File: src/rtl/unsigned_div_pkg.sv
// unsigned_div_pkg: state encoding and default data width shared by the execute-stage arithmetic units
package unsigned_div_pkg;

    localparam int DATA_WIDTH = 32;

    typedef enum logic [1:0] {
        IDLE,
        RUN,
        DONE
    } state_t;

endpackage

File: src/rtl/unsigned_div_if.sv
// unsigned_div_if: start/busy/done handshake and operand/result bus of the divider
interface unsigned_div_if
    import unsigned_div_pkg::*;
#(
    parameter int WIDTH = DATA_WIDTH
) ();

    logic             start;
    logic [WIDTH-1:0] x;
    logic [WIDTH-1:0] y;
    logic             busy;
    logic             done;
    logic [WIDTH-1:0] quot;
    logic [WIDTH-1:0] rem;
    logic             dz;

    modport master (
        output start, x, y,
        input  busy, done, quot, rem, dz
    );

    modport slave (
        input  start, x, y,
        output busy, done, quot, rem, dz
    );

endinterface

File: src/rtl/unsigned_div_step.sv
// div_step: one combinational restoring-division iteration producing the next remainder and quotient
module div_step
    import unsigned_div_pkg::*;
#(
    parameter int WIDTH = DATA_WIDTH
) (
    input  logic [WIDTH:0]   r,
    input  logic [WIDTH-1:0] q,
    input  logic [WIDTH-1:0] d,
    output logic [WIDTH:0]   r_nxt,
    output logic [WIDTH-1:0] q_nxt
);

    logic [WIDTH:0] sh;
    logic           ge;

    // the compare sees the full remainder so a stray top bit can never hide an overflow
    assign sh    = {r[WIDTH-1:0], q[WIDTH-1]};
    assign ge    = {r, q[WIDTH-1]} >= {2'b00, d};
    assign r_nxt = ge ? sh - {1'b0, d} : sh;
    assign q_nxt = {q[WIDTH-2:0], ge};

endmodule

File: src/rtl/unsigned_div.sv
// unsigned_div: sequential restoring divider, one quotient bit per cycle, start/busy/done handshake
module unsigned_div
    import unsigned_div_pkg::*;
#(
    parameter int WIDTH = DATA_WIDTH
) (
    input logic          clk,
    input logic          rst,
    unsigned_div_if.slave bus
);

    localparam int CW = $clog2(WIDTH);

    state_t           state;
    state_t           state_nxt;
    logic [CW-1:0]    cnt;
    logic [WIDTH:0]   r;
    logic [WIDTH:0]   r_nxt;
    logic [WIDTH-1:0] q;
    logic [WIDTH-1:0] q_nxt;
    logic [WIDTH-1:0] d;
    logic             last;
    logic             accept;
    logic             zero;

    div_step #(.WIDTH(WIDTH)) u_step (
        .r    (r),
        .q    (q),
        .d    (d),
        .r_nxt(r_nxt),
        .q_nxt(q_nxt)
    );

    assign last     = cnt == CW'(WIDTH - 1);
    assign accept   = state != RUN && bus.start;
    assign zero     = bus.y == '0;
    assign bus.busy = state == RUN;
    assign bus.done = state == DONE;

    always_comb begin
        state_nxt = state;
        if (state == RUN)
            state_nxt = last ? DONE : RUN;
        else
            state_nxt = !bus.start ? IDLE : zero ? DONE : RUN;
    end

    always_ff @(posedge clk) begin
        if (rst)
            state <= IDLE;
        else
            state <= state_nxt;
    end

    always_ff @(posedge clk) begin
        if (rst) begin
            cnt      <= '0;
            r        <= '0;
            q        <= '0;
            d        <= '0;
            bus.quot <= '0;
            bus.rem  <= '0;
            bus.dz   <= 1'b0;
        end else if (accept) begin
            cnt    <= '0;
            r      <= '0;
            q      <= bus.x;
            d      <= bus.y;
            bus.dz <= zero;
            // divide by zero skips the iterations and publishes its result immediately
            if (zero) begin
                bus.quot <= '1;
                bus.rem  <= bus.x;
            end
        end else if (state == RUN) begin
            cnt <= cnt + CW'(1);
            r   <= r_nxt;
            q   <= q_nxt;
            if (last) begin
                bus.quot <= q_nxt;
                bus.rem  <= r_nxt[WIDTH-1:0];
            end
        end
    end

endmodule

File: src/flat_wrapper.sv
// flat-port wrapper written by rule: the top's interface ports become plain ports
module unsigned_div_flat import unsigned_div_pkg::*;
#(
    parameter int WIDTH = DATA_WIDTH
)
  (clk, rst, bus_start, bus_x, bus_y, bus_busy, bus_done, bus_quot, bus_rem, bus_dz);
  unsigned_div_if #(.WIDTH(WIDTH)) bus_i ();
  input logic clk;
  input logic rst;
  input wire logic [$bits(bus_i.start)-1:0] bus_start;
  input wire logic [$bits(bus_i.x)-1:0] bus_x;
  input wire logic [$bits(bus_i.y)-1:0] bus_y;
  output wire logic [$bits(bus_i.busy)-1:0] bus_busy;
  output wire logic [$bits(bus_i.done)-1:0] bus_done;
  output wire logic [$bits(bus_i.quot)-1:0] bus_quot;
  output wire logic [$bits(bus_i.rem)-1:0] bus_rem;
  output wire logic [$bits(bus_i.dz)-1:0] bus_dz;
  assign bus_i.start = bus_start;
  assign bus_i.x = bus_x;
  assign bus_i.y = bus_y;
  assign bus_busy = bus_i.busy;
  assign bus_done = bus_i.done;
  assign bus_quot = bus_i.quot;
  assign bus_rem = bus_i.rem;
  assign bus_dz = bus_i.dz;
  unsigned_div #(.WIDTH(WIDTH)) u_core (.clk(clk), .rst(rst), .bus(bus_i));
endmodule
File: config.mk
export PLATFORM = sky130hd
export DESIGN_NAME = unsigned_div_flat
export DESIGN_NICKNAME = d
export VERILOG_FILES = /design/src/rtl/unsigned_div_pkg.sv /design/src/rtl/unsigned_div_if.sv /design/src/rtl/unsigned_div_step.sv /design/src/rtl/unsigned_div.sv /design/src/flat_wrapper.sv
export SDC_FILE = /design/constraint.sdc
export NUM_CORES = 1
export LEC_CHECK = 0
export BUFFER_PORTS_ARGS = -buffer_cell sky130_fd_sc_hd__buf_2
export CORE_ASPECT_RATIO = 1.75
export CORE_MARGIN = 10
export CORE_UTILIZATION = 50
export DETAILED_ROUTE_END_ITERATION = 8
export PLACE_DENSITY = 0.71
export SLEW_MARGIN = 15
export SYNTH_ARGS = -nofsm -noshare
export SYNTH_HDL_FRONTEND = slang
export SYNTH_SLANG_ARGS = --single-unit
File: constraint.sdc
create_clock -name clk -period 5.43 [get_ports clk]
set_input_delay 0.543 -clock clk [delete_from_list [all_inputs] [get_ports clk]]
set_output_delay 0.543 -clock clk [all_outputs]
set_load 0.05 [all_outputs]
==> metrics.md, run 1 <==
| Metric | Value |
|---|---|
| Run status | finished clean |
| Overall global routing resource usage | 20.5% |
| Antenna Diode Count | 0 |
| CTS sink cnt | 169 |
| Number of hold buffers added after CTS | 0 |
| Startpoint of the worst-slack reg-to-reg timing path | u_core.q[31] |
| Count of instances resized after the clock tree is built | 0 |
| Global-route wire length before repair | 40.6 mm |
| Post-Synthesis Cells | 1,125 |
| Share of post-route cells with drive strength above 1 | 16.5% |
| Initial antenna violation count | 0 |
| Final cycle utilization of the critical path | 73.1% |
| Mean routed wirelength per cell | 17.3 um |
| Critical-path maximum fanout | 26 |
| Worst EP arrival | 4.23 ns |
| Number of clock buffers inserted by TritonCTS | 17 |
| Least-Margin Pin Slew | 1.11 ns |
| Avg Vias per Cell | 5.68 |
| Hold WC Path Type | in -> reg |
| Portion of the post-synthesis area used by sequential elements | 37.7% |
| Clock tree root buffer cell | clkbuf_16 |
| Worst setup margin | 1.46 ns |
| Antenna viol nets, final | 0 |
| Number of buffers added on ports | 133 |
| Maximum number of pins on one net before global-route repair | 89 |
| CP Capture Type | register |
| Proportion of register bits with asynchronous set or reset after synthesis | 0% |
| Final Hold Viols | 0 |
| Worst setup slack after placement | 1.39 ns |
| Post-synthesis instance area | 0.00898 mm^2 |
| Area of the die | 0.0239 mm^2 |
| Post-route DRC | 0 |
| Max-slew violation count | 0 |
| Post-CTS setup buffers | 0 |
| Final critical path time including I/O delays and setup | 3.97 ns |
| Synth cell types | 69 |
| Fin Hold WS | 0.364 ns |
| Clock edge transition at the registers on the reported setup and hold paths | 0.07 ns |
| Post-Route WL | 25.0 mm |
| Flop and latch count out of synthesis | 169 |
| Number of flops mapped to enable cells by yosys | 0 |
| Number of nets in the finished design | 1,308 |
| Clock insertion delay at the later pin of the skew report | 0.42 ns |
| Overall overflow remaining after global route | 0 |
| Gp weighted congestion | 0.939 |
| Worst EP required | 5.69 ns |
| Yosys warning total | 0 |
| Clock skew after layout | 0.00868 ns |
| # Max-Cap Violations | 0 |
| Area growth from synthesis to final layout | 14.1% |
| CORE AREA | 0.0176 mm^2 |
| Kind of critical path | reg -> reg |
| Maximum clock path buffer count | 2 |
| Total leakage power | 0.00436 uW |
| Upper clock frequency limit | 252 MHz |
| Initial cell density of the core | 51.0% |
| Number of fill cells | 1,717 |
| Number of primary I/O pins | 134 |
| Area of combinational cells with multiple inputs | 0.00511 mm^2 |
| Detailed-route via count | 8,241 |
| Maximum resistive drop on vdd | 0.243 mV |
| Detailed Route Iter0 Violations | 553 |
| Average cell area after synthesis | 7.99 um^2 |
| Height of the die | 197 um |
| TritonRoute pass-1 iters | 5 |
| Global Route met1 Usage | 24.1% |
| Startpoint of the most critical setup path | u_core.q[31] |
| Worst relative slew slack | 26.1% |
| Fraction of met3 tracks used by global routing | 4.41% |
| Power per standard cell area | 339 mW/mm^2 |
| Post-layout power | 3470 uW |
| Met2 track demand over resource in global routing | 35.4% |
| Fin cells | 1,450 |
| Grt peak-use layer | met2 |
| Final setup violation count | 0 |
| Vias in the first global route | 8,104 |
| TritonCTS clock tree | built |
| Setup repair after global routing missed its margin | false |
| Sequential Area | 0.00338 mm^2 |
| Post-synth top flop | dfxtp_1 |
| Most frequent cells in the layout | dfxtp_1 (169), buf_2 (132), nor2_1 (131) |
| Leading cell type in the layout, fill and taps excluded | dfxtp_1 |
| Startpoint class of the critical path | register |
| Post-synthesis net count | 1,227 |
| Rows | 64 |
| # H-tree levels | 4 |
| Final-layout setup total negative slack | 0 ns |
| Detail Placement HPWL | 18.7 mm |
| Die Span X | 121 um |
| Placed Instances | 1,418 |
| Worst min-delay path startpoint | bus_y[25] |
==> worst max-delay path: stages, from the launching register on <==
cell      delay [ns]
dfxtp_1         0.34
inv_1           0.08
ha_1            0.17
inv_1           0.05
fa_1            0.39
a21o_1          0.23
a221o_1         0.37
a211oi_2        0.40
o41ai_4         0.17
o21ai_2         0.90
nor4_1          0.28
o31ai_1         0.32
a21oi_1         0.10
==> power by group <==
part           leakage, uW  switching [uW]  internal, uW
clock             0.000280             521           664
combinational      0.00270             597           353
sequential         0.00138            44.5          1290
total              0.00436            1160          2310
==> stage by stage <==
stage	utilization (%)	area (um^2)
6_report	58.2	10300
5_1_grt	58.2	10300
3_3_place_gp	55.0	9680
2_1_floorplan	-	8980
3_5_place_dp	55.0	9680
4_1_cts	58.2	10300
==> metal layers <==
layer	up-vias	wire [um]
li1	4176	-
met5	-	0
met2	207	12500
met1	3813	10600
met4	0	681
met3	45	1290
==> final timing paths <==
path,to,slack [ns],depth (start not counted)
hold reg to reg,u_core.d[26],0.45,2
hold / removal,u_core.d[25],0.36,3
setup reg to reg,u_core.bus.rem[30],1.46,12
setup / recovery,u_core.bus.rem[30],1.46,12
==> logic make-up (layout without fill, tap and decap cells) <==
kind of cell | count (synthesis) | count (layout) | synth area share, %
multiplexers | 55 | 55 | 6.28
AND/OR/NAND/NOR | 417 | 417 | 20.6
AO/OA/AOI/OAI | 300 | 300 | 22.5
buffers and inverters | 124 | 218 | 5.59
adder cells (fa/ha/maj) | 35 | 35 | 4.96
XOR/XNOR | 25 | 25 | 2.44
flip-flops | 169 | 169 | 37.7
==> Yosys cell counts (all sizes together), types with 9 or more instances <==
library cell / count / area share (%)
a211oi: 72 / 6.2
a31o: 11 / 1.1
a21o: 12 / 1.0
ha: 34 / 4.7
inv: 44 / 1.8
nor4: 10 / 0.70
and2: 9 / 0.63
clkbuf: 58 / 2.4
nor2: 132 / 5.5
or3: 13 / 0.91
nor3: 84 / 4.7
nand2: 126 / 5.3
mux2i: 50 / 5.6
nand3: 15 / 0.84
dfxtp: 169 / 38
o21ai: 49 / 2.9
xor2: 14 / 1.4
xnor2: 11 / 1.1
buf: 22 / 1.3
a21oi: 95 / 5.3
a31oi: 11 / 0.77
==> state kept, by name, summed over array words and instances, names as in the netlist <==
signal / flops
u_core.r: 33
u_core.bus.quot: 32
u_core.bus.rem: 32
u_core.d: 32
u_core.q: 32
u_core.cnt: 5
u_core.state: 2
u_core.bus.dz: 1
==> area by class of cell <==
class / count / share of cell area, %
flip-flops and latches: 169 / 33.0
repair buffers: 142 / 7.18
inverters: 44 / 1.61
well taps: 231 / 2.82
clock inverters: 12 / 1.12
clock buffers: 20 / 4.45
multi-input cells: 832 / 49.8
Note: power is estimated with default switching activity, not from simulation.
==> run 2, diff against run 1 <==
PLACE_DENSITY = 0.74   (was 0.71)
clock period = 3.2 ns   (was 5.43 ns; I/O delays follow)
==> run 2 against run 1 <==
Compared with the run above:
- global-route usage up 1.6 points
- clock power is 70% higher
- die area did not move
- design area rose by 5.0%
- critical path depth increased by 1
- largest power group unchanged
- via count is 5.7% higher
- core utilization is 2.9 points higher
==> metrics.md, run 2 (same netlist as run 1, synthesis figures left out) <==
| Metric | Value |
|---|---|
| Final setup violation count | 0 (unchanged) |
| Startpoint of the worst-slack reg-to-reg timing path | u_core.q[31] |
| Number of buffers added on ports | 133 (unchanged) |
| CTS sink cnt | 169 (unchanged) |
| Fin Hold WS | 0.134 ns (-0.231 ns) |
| Power per standard cell area | 583 mW/mm^2 (+72%) |
| Area of the die | 0.0239 mm^2 (unchanged) |
| Maximum resistive drop on vdd | 0.362 mV (+49%) |
| Startpoint class of the critical path | register |
| Rows | 64 (unchanged) |
| Worst relative slew slack | 55.2% (+29 points) |
| Final-layout setup total negative slack | 0 ns (unchanged) |
| Worst min-delay path startpoint | bus_y[13] |
| Max-slew violation count | 0 (unchanged) |
| Startpoint of the most critical setup path | u_core.q[31] |
| TritonRoute pass-1 iters | 5 (unchanged) |
| # H-tree levels | 4 (unchanged) |
| Final Hold Viols | 0 (unchanged) |
| CORE AREA | 0.0176 mm^2 (unchanged) |
| Maximum clock path buffer count | 2 (unchanged) |
| Gp weighted congestion | 0.922 (-1.8%) |
| Kind of critical path | reg -> reg |
| Initial cell density of the core | 51.0% (unchanged) |
| Global-route wire length before repair | 43.0 mm (+5.9%) |
| Avg Vias per Cell | 5.81 (+2.1%) |
| CP Capture Type | register |
| Top reg by flops | u_core.r |
| Clock insertion delay at the later pin of the skew report | 0.43 ns (about the same) |
| Worst EP arrival | 3.39 ns (-0.84 ns) |
| Maximum number of pins on one net before global-route repair | 70 (-21%) |
| Overall overflow remaining after global route | 0 (unchanged) |
| Least-Margin Pin Slew | 0.672 ns (-0.435 ns) |
| Detail Placement HPWL | 20.5 mm (+9.9%) |
| Upper clock frequency limit | 325 MHz (+29%) |
| Final cycle utilization of the critical path | 96.0% (+23 points) |
| Share of post-route cells with drive strength above 1 | 20.7% (+4.3 points) |
| Max reg flops | 33 (unchanged) |
| Initial antenna violation count | 1 (+1) |
| Hold WC Path Type | in -> reg |
| Height of the die | 197 um (unchanged) |
| Number of primary I/O pins | 134 (unchanged) |
| Setup repair after global routing missed its margin | false |
| # Max-Cap Violations | 0 (unchanged) |
| Clock skew after layout | 0.00796 ns (-0.000728 ns) |
| Most frequent cells in the layout | dfxtp_1 (168), buf_2 (132), nor2_1 (131) |
| Worst EP required | 3.52 ns (-2.17 ns) |
| Critical-path maximum fanout | 7 (-73%) |
| Post-Route WL | 27.6 mm (+10%) |
| Leading cell type in the layout, fill and taps excluded | dfxtp_1 |
| Mean routed wirelength per cell | 18.4 um (+6.8%) |
| Final critical path time including I/O delays and setup | 3.07 ns (-0.896 ns) |
| Detailed Route Iter0 Violations | 658 (+19%) |
| Run status | finished clean |
| Total leakage power | 0.00462 uW (+6.0%) |
| Detailed-route via count | 8,708 (+5.7%) |
| Clock edge transition at the registers on the reported setup and hold paths | 0.07 ns (about the same) |
| Number of fill cells | 1,637 (-4.7%) |
| Post-route DRC | 0 (unchanged) |
| Vias in the first global route | 8,393 (+3.6%) |
| Clock tree root buffer cell | clkbuf_16 |
| Overall global routing resource usage | 22.1% (+1.6 points) |
| Number of nets in the finished design | 1,358 (+3.8%) |
| Die Span X | 121 um (unchanged) |
| TritonCTS clock tree | built |
| Area growth from synthesis to final layout | 19.8% |
| Number of clock buffers inserted by TritonCTS | 17 (unchanged) |
| Antenna viol nets, final | 0 (unchanged) |
## run 2: path summary, 6_finish.rpt
| path | to | slack (ns) | depth (start not counted) |
|---|---|---|---|
| setup / recovery | u_core.bus.rem[19] | 0.13 | 13 |
| hold / removal | u_core.d[13] | 0.13 | 3 |
| setup reg to reg | u_core.bus.rem[19] | 0.13 | 13 |
| hold reg to reg | u_core.d[24] | 0.45 | 2 |
## run 2: what timing repair did
action | CTS | global route
gates resized for setup | 0 | 17
setup buffers | 0 | 5
setup endpoints to repair | 0 | 29
hold buffers | 0 | 0
## run 2: worst max-delay path, stage by stage, from the launching register on
cell and delay, ns:
dfxtp_2 0.32, inv_1 0.07, ha_2 0.18, inv_1 0.05, fa_2 0.33, a21o_1 0.19
a221o_1 0.34, a211oi_2 0.23, buf_4 0.16, o41ai_4 0.08, buf_4 0.18, o21a_4 0.26
mux2i_1 0.18, a2111oi_2 0.38
## run 2: metrics by stage
step	power (uW)	utilization (%)	cells	setup slack [ns]	instance area, um^2
final	6270	61.1	1500	0.127	10800
after global routing	6540	61.1	1500	0.00155	10800
after CTS	6080	60.2	1491	0.0410	10600
after detailed placement	4090	57.0	1460	0.0553	10000
after global placement	4070	57.0	1460	0.134	10000
after floorplan	3540	-	1125	0.271	8980
## run 2: power by group
| part | switching (uW) | internal, uW | total (uW) |
|---|---|---|---|
| combinational | 1150 | 843 | 1990 |
| clock | 890 | 1120 | 2010 |
| sequential | 80.3 | 2190 | 2280 |
## run 2: cell type report
type / instances / area [um^2] / area share (%)
multi-input combinational: 834 / 5200 / 48.3
sequential: 169 / 3380 / 31.5
timing repair buffer: 190 / 1150 / 10.7
clock buffer: 19 / 453 / 4.21
tap: 231 / 289 / 2.69
inverter: 44 / 165 / 1.53
clock inverter: 12 / 115 / 1.07
antenna: 1 / 2.50 / 0.0233
## run 2: per-layer routing
metal  routed length (um)  GRT usage (%)  vias up
met4                  846           8.51        0
li1                     -              -     4279
met5                    0              0        -
met3                 1540           4.69       62
met2                14200           39.0      306
met1                11100           25.2     4061
==> run 3, diff against run 2 <==
REMOVE_ABC_BUFFERS = 1   (was unset)
==> run 3 against run 2 <==
Compared with the run above:
- largest cell class unchanged
- largest power group unchanged
- wire length fell by 2.1%
- critical path depth grew 1
- sequential share of layout area is 0.28 points higher
- die area stayed put
- worst hold slack worse by 0.0023 ns
- global-route usage down 0.38 points
- register-to-register slack got worse by 0.04 ns
==> metrics.md, run 3 (same netlist as run 1, synthesis figures left out) <==
| Metric | Value |
|---|---|
| Max-slew violation count | 0 (unchanged) |
| Post-layout power | 6380 uW (+1.7%) |
| Global-route wire length before repair | 42.8 mm (-0.40%) |
| Antenna Diode Count | 0 (-1) |
| Post-Route WL | 27.1 mm (-2.1%) |
| Worst relative slew slack | 56.1% (+0.97 points) |
| Startpoint of the worst-slack reg-to-reg timing path | u_core.q[31] |
| Clock edge transition at the registers on the reported setup and hold paths | 0.07 ns (about the same) |
| Summed area of non-filler cells in the final layout | 0.0107 mm^2 (-0.93%) |
| Final cycle utilization of the critical path | 97.3% (+1.2 points) |
| Run status | finished clean |
| Avg Vias per Cell | 5.82 (+0.21%) |
| Worst EP arrival | 3.49 ns (+0.10 ns) |
| Worst EP required | 3.57 ns (+0.05 ns) |
| Post-route DRC | 0 (unchanged) |
| Vias in the first global route | 8,280 (-1.3%) |
| Maximum resistive drop on vdd | 0.298 mV (-18%) |
| Area of the die | 0.0239 mm^2 (unchanged) |
| Detailed-route via count | 8,616 (-1.1%) |
| Total leakage power | 0.00456 uW (-1.4%) |
| Clock skew after layout | 0.0119 ns (+0.00398 ns) |
| TritonCTS clock tree | built |
| Number of clock buffers inserted by TritonCTS | 17 (unchanged) |
| Share of post-route cells with drive strength above 1 | 19.9% (-0.82 points) |
| Number of buffers added on ports | 133 (unchanged) |
| Final Hold Viols | 0 (unchanged) |
| Gp weighted congestion | 0.959 (+4.1%) |
| Detailed Route Iter0 Violations | 767 (+17%) |
| # H-tree levels | 4 (unchanged) |
| Initial cell density of the core | 51.0% (unchanged) |
| Final critical path time including I/O delays and setup | 3.11 ns (+0.0399 ns) |
| Capture point of the critical path | u_core.bus.rem[10] |
| Antenna viol nets, final | 0 (unchanged) |
| Maximum number of pins on one net before global-route repair | 69 (-1.4%) |
| Number of primary I/O pins | 134 (unchanged) |
| Critical-path maximum fanout | 8 (+1) |
| Power per standard cell area | 598 mW/mm^2 (+2.6%) |
| TritonRoute pass-1 iters | 5 (unchanged) |
| Least-Margin Pin Slew | 0.658 ns (-0.0146 ns) |
| CP Capture Type | register |
| Clk pwr share | 35.0% (+3.0 points) |
| CORE AREA | 0.0176 mm^2 (unchanged) |
| Overall global routing resource usage | 21.7% (-0.38 points) |
| Post-layout utilization of the core | 60.5% (-0.57 points) |
| Rows | 64 (unchanged) |
| Most frequent cells in the layout | dfxtp_1 (169), buf_2 (132), nor2_1 (131) |
| Switching power | 2130 uW (+0.58%) |
| Clock tree root buffer cell | clkbuf_16 |
| Area growth from synthesis to final layout | 18.7% |
| Height of the die | 197 um (unchanged) |
| Kind of critical path | reg -> reg |
| Mean routed wirelength per cell | 18.3 um (-0.79%) |
| Internal power | 4250 uW (+2.2%) |
| Worst setup margin | 0.0872 ns (-0.0399 ns) |
| CTS sink cnt | 169 (unchanged) |
| Startpoint class of the critical path | register |
| Worst setup slack after placement | 0.0481 ns (-0.00725 ns) |
| Detail Placement HPWL | 20.1 mm (-2.2%) |
| Overall overflow remaining after global route | 0 (unchanged) |
| Leading cell type in the layout, fill and taps excluded | dfxtp_1 |
| Net switching share of the total power | 33.4% (-0.36 points) |
| Reg2Reg Depth | 14 (+1) |
| Die Span X | 121 um (unchanged) |
| Max reg flops | 33 (unchanged) |
| Placement Cell Area | 0.00989 mm^2 (-1.4%) |
| Top reg by flops | u_core.r |
| Flop-to-flop setup slack | 0.09 ns (-0.04 ns) |
| # Max-Cap Violations | 0 (unchanged) |
| Setup repair after global routing missed its margin | true |
| Sequential Power Share | 35.7% (-0.6 points) |
| Final setup violation count | 0 (unchanged) |
| Clock insertion delay at the later pin of the skew report | 0.43 ns (about the same) |
| Hold WC Path Type | in -> reg |
| Maximum clock path buffer count | 2 (unchanged) |
| Number of nets in the finished design | 1,339 (-1.4%) |
| Upper clock frequency limit | 321 MHz (-1.3%) |
| Destination of the worst register-to-register timing path | u_core.bus.rem[10] |
| Startpoint of the most critical setup path | u_core.q[31] |
| Proportion of power drawn by combinational gates | 29.4% (-2.3 points) |
| Initial antenna violation count | 0 (-1) |
run 3: final cells by class:
type                            instances  area, um^2
Multi-Input combinational cell        834        5230
Clock inverter                         13         179
Inverter                               44         165
Fill cell                            1625        6960
Sequential cell                       169        3380
Timing Repair Buffer                  171         966
Clock buffer                           19         453
Tap cell                              231         289
run 3: worst max-delay path: stages, from the launching register on:
cell and delay, ns:
dfxtp_1 0.32, inv_1 0.08, ha_2 0.18, inv_1 0.05, fa_2 0.35, a21o_1 0.20
a221o_1 0.33, a211oi_2 0.22, buf_4 0.16, o41ai_4 0.09, buf_4 0.18, o21a_4 0.28
mux2i_2 0.19, a211oi_1 0.28, a31o_1 0.14
run 3: power by group through the flow:
stage	Clock (uW)	Sequential (uW)	Combinational, uW
2_1_floorplan	0	2290	1170
4_1_cts	2250	2270	1680
5_1_grt	2330	2280	2020
3_3_place_gp	0	2310	1660
6_report	2230	2270	1870
3_5_place_dp	0	2320	1670
run 3: how the worst min path moves through the flow:
stage,start,to,slack [ns],cells after the start
CTS,bus_y[25],u_core.d[25],0.12,3
detailed placement,u_core.d[30],u_core.d[30],0.45,2
floorplan,rst,u_core.bus.rem[0],0.38,1
global placement,u_core.d[22],u_core.d[22],0.44,2
finish,bus_y[25],u_core.d[25],0.13,3
global route,bus_y[6],u_core.d[6],0.14,3
run 3: repair_timing:
action | 4_1_cts | 5_1_grt
resized for setup | 0 | 20
setup buffers | 0 | 3
hold buffers | 0 | 0
setup endpoints to repair | 0 | 37
run 3: routing by layer:
metal,global-route usage (%),vias up,share of wire (%)
met5,0,-,0
met3,4.09,51,5.6
li1,-,4245,-
met2,36.2,281,49
met4,9.76,0,3.3
met1,26.4,4039,42
run 3: per-stage QoR:
step / cells / hold slack [ns] / TNS, ns
after global placement: 1444 / 0.443 / 0
after CTS: 1476 / 0.122 / 0
after detailed placement: 1444 / 0.447 / 0
after global routing: 1481 / 0.139 / -0.0839
after floorplan: 1045 / 0.385 / -156.34
final: 1481 / 0.132 / 0
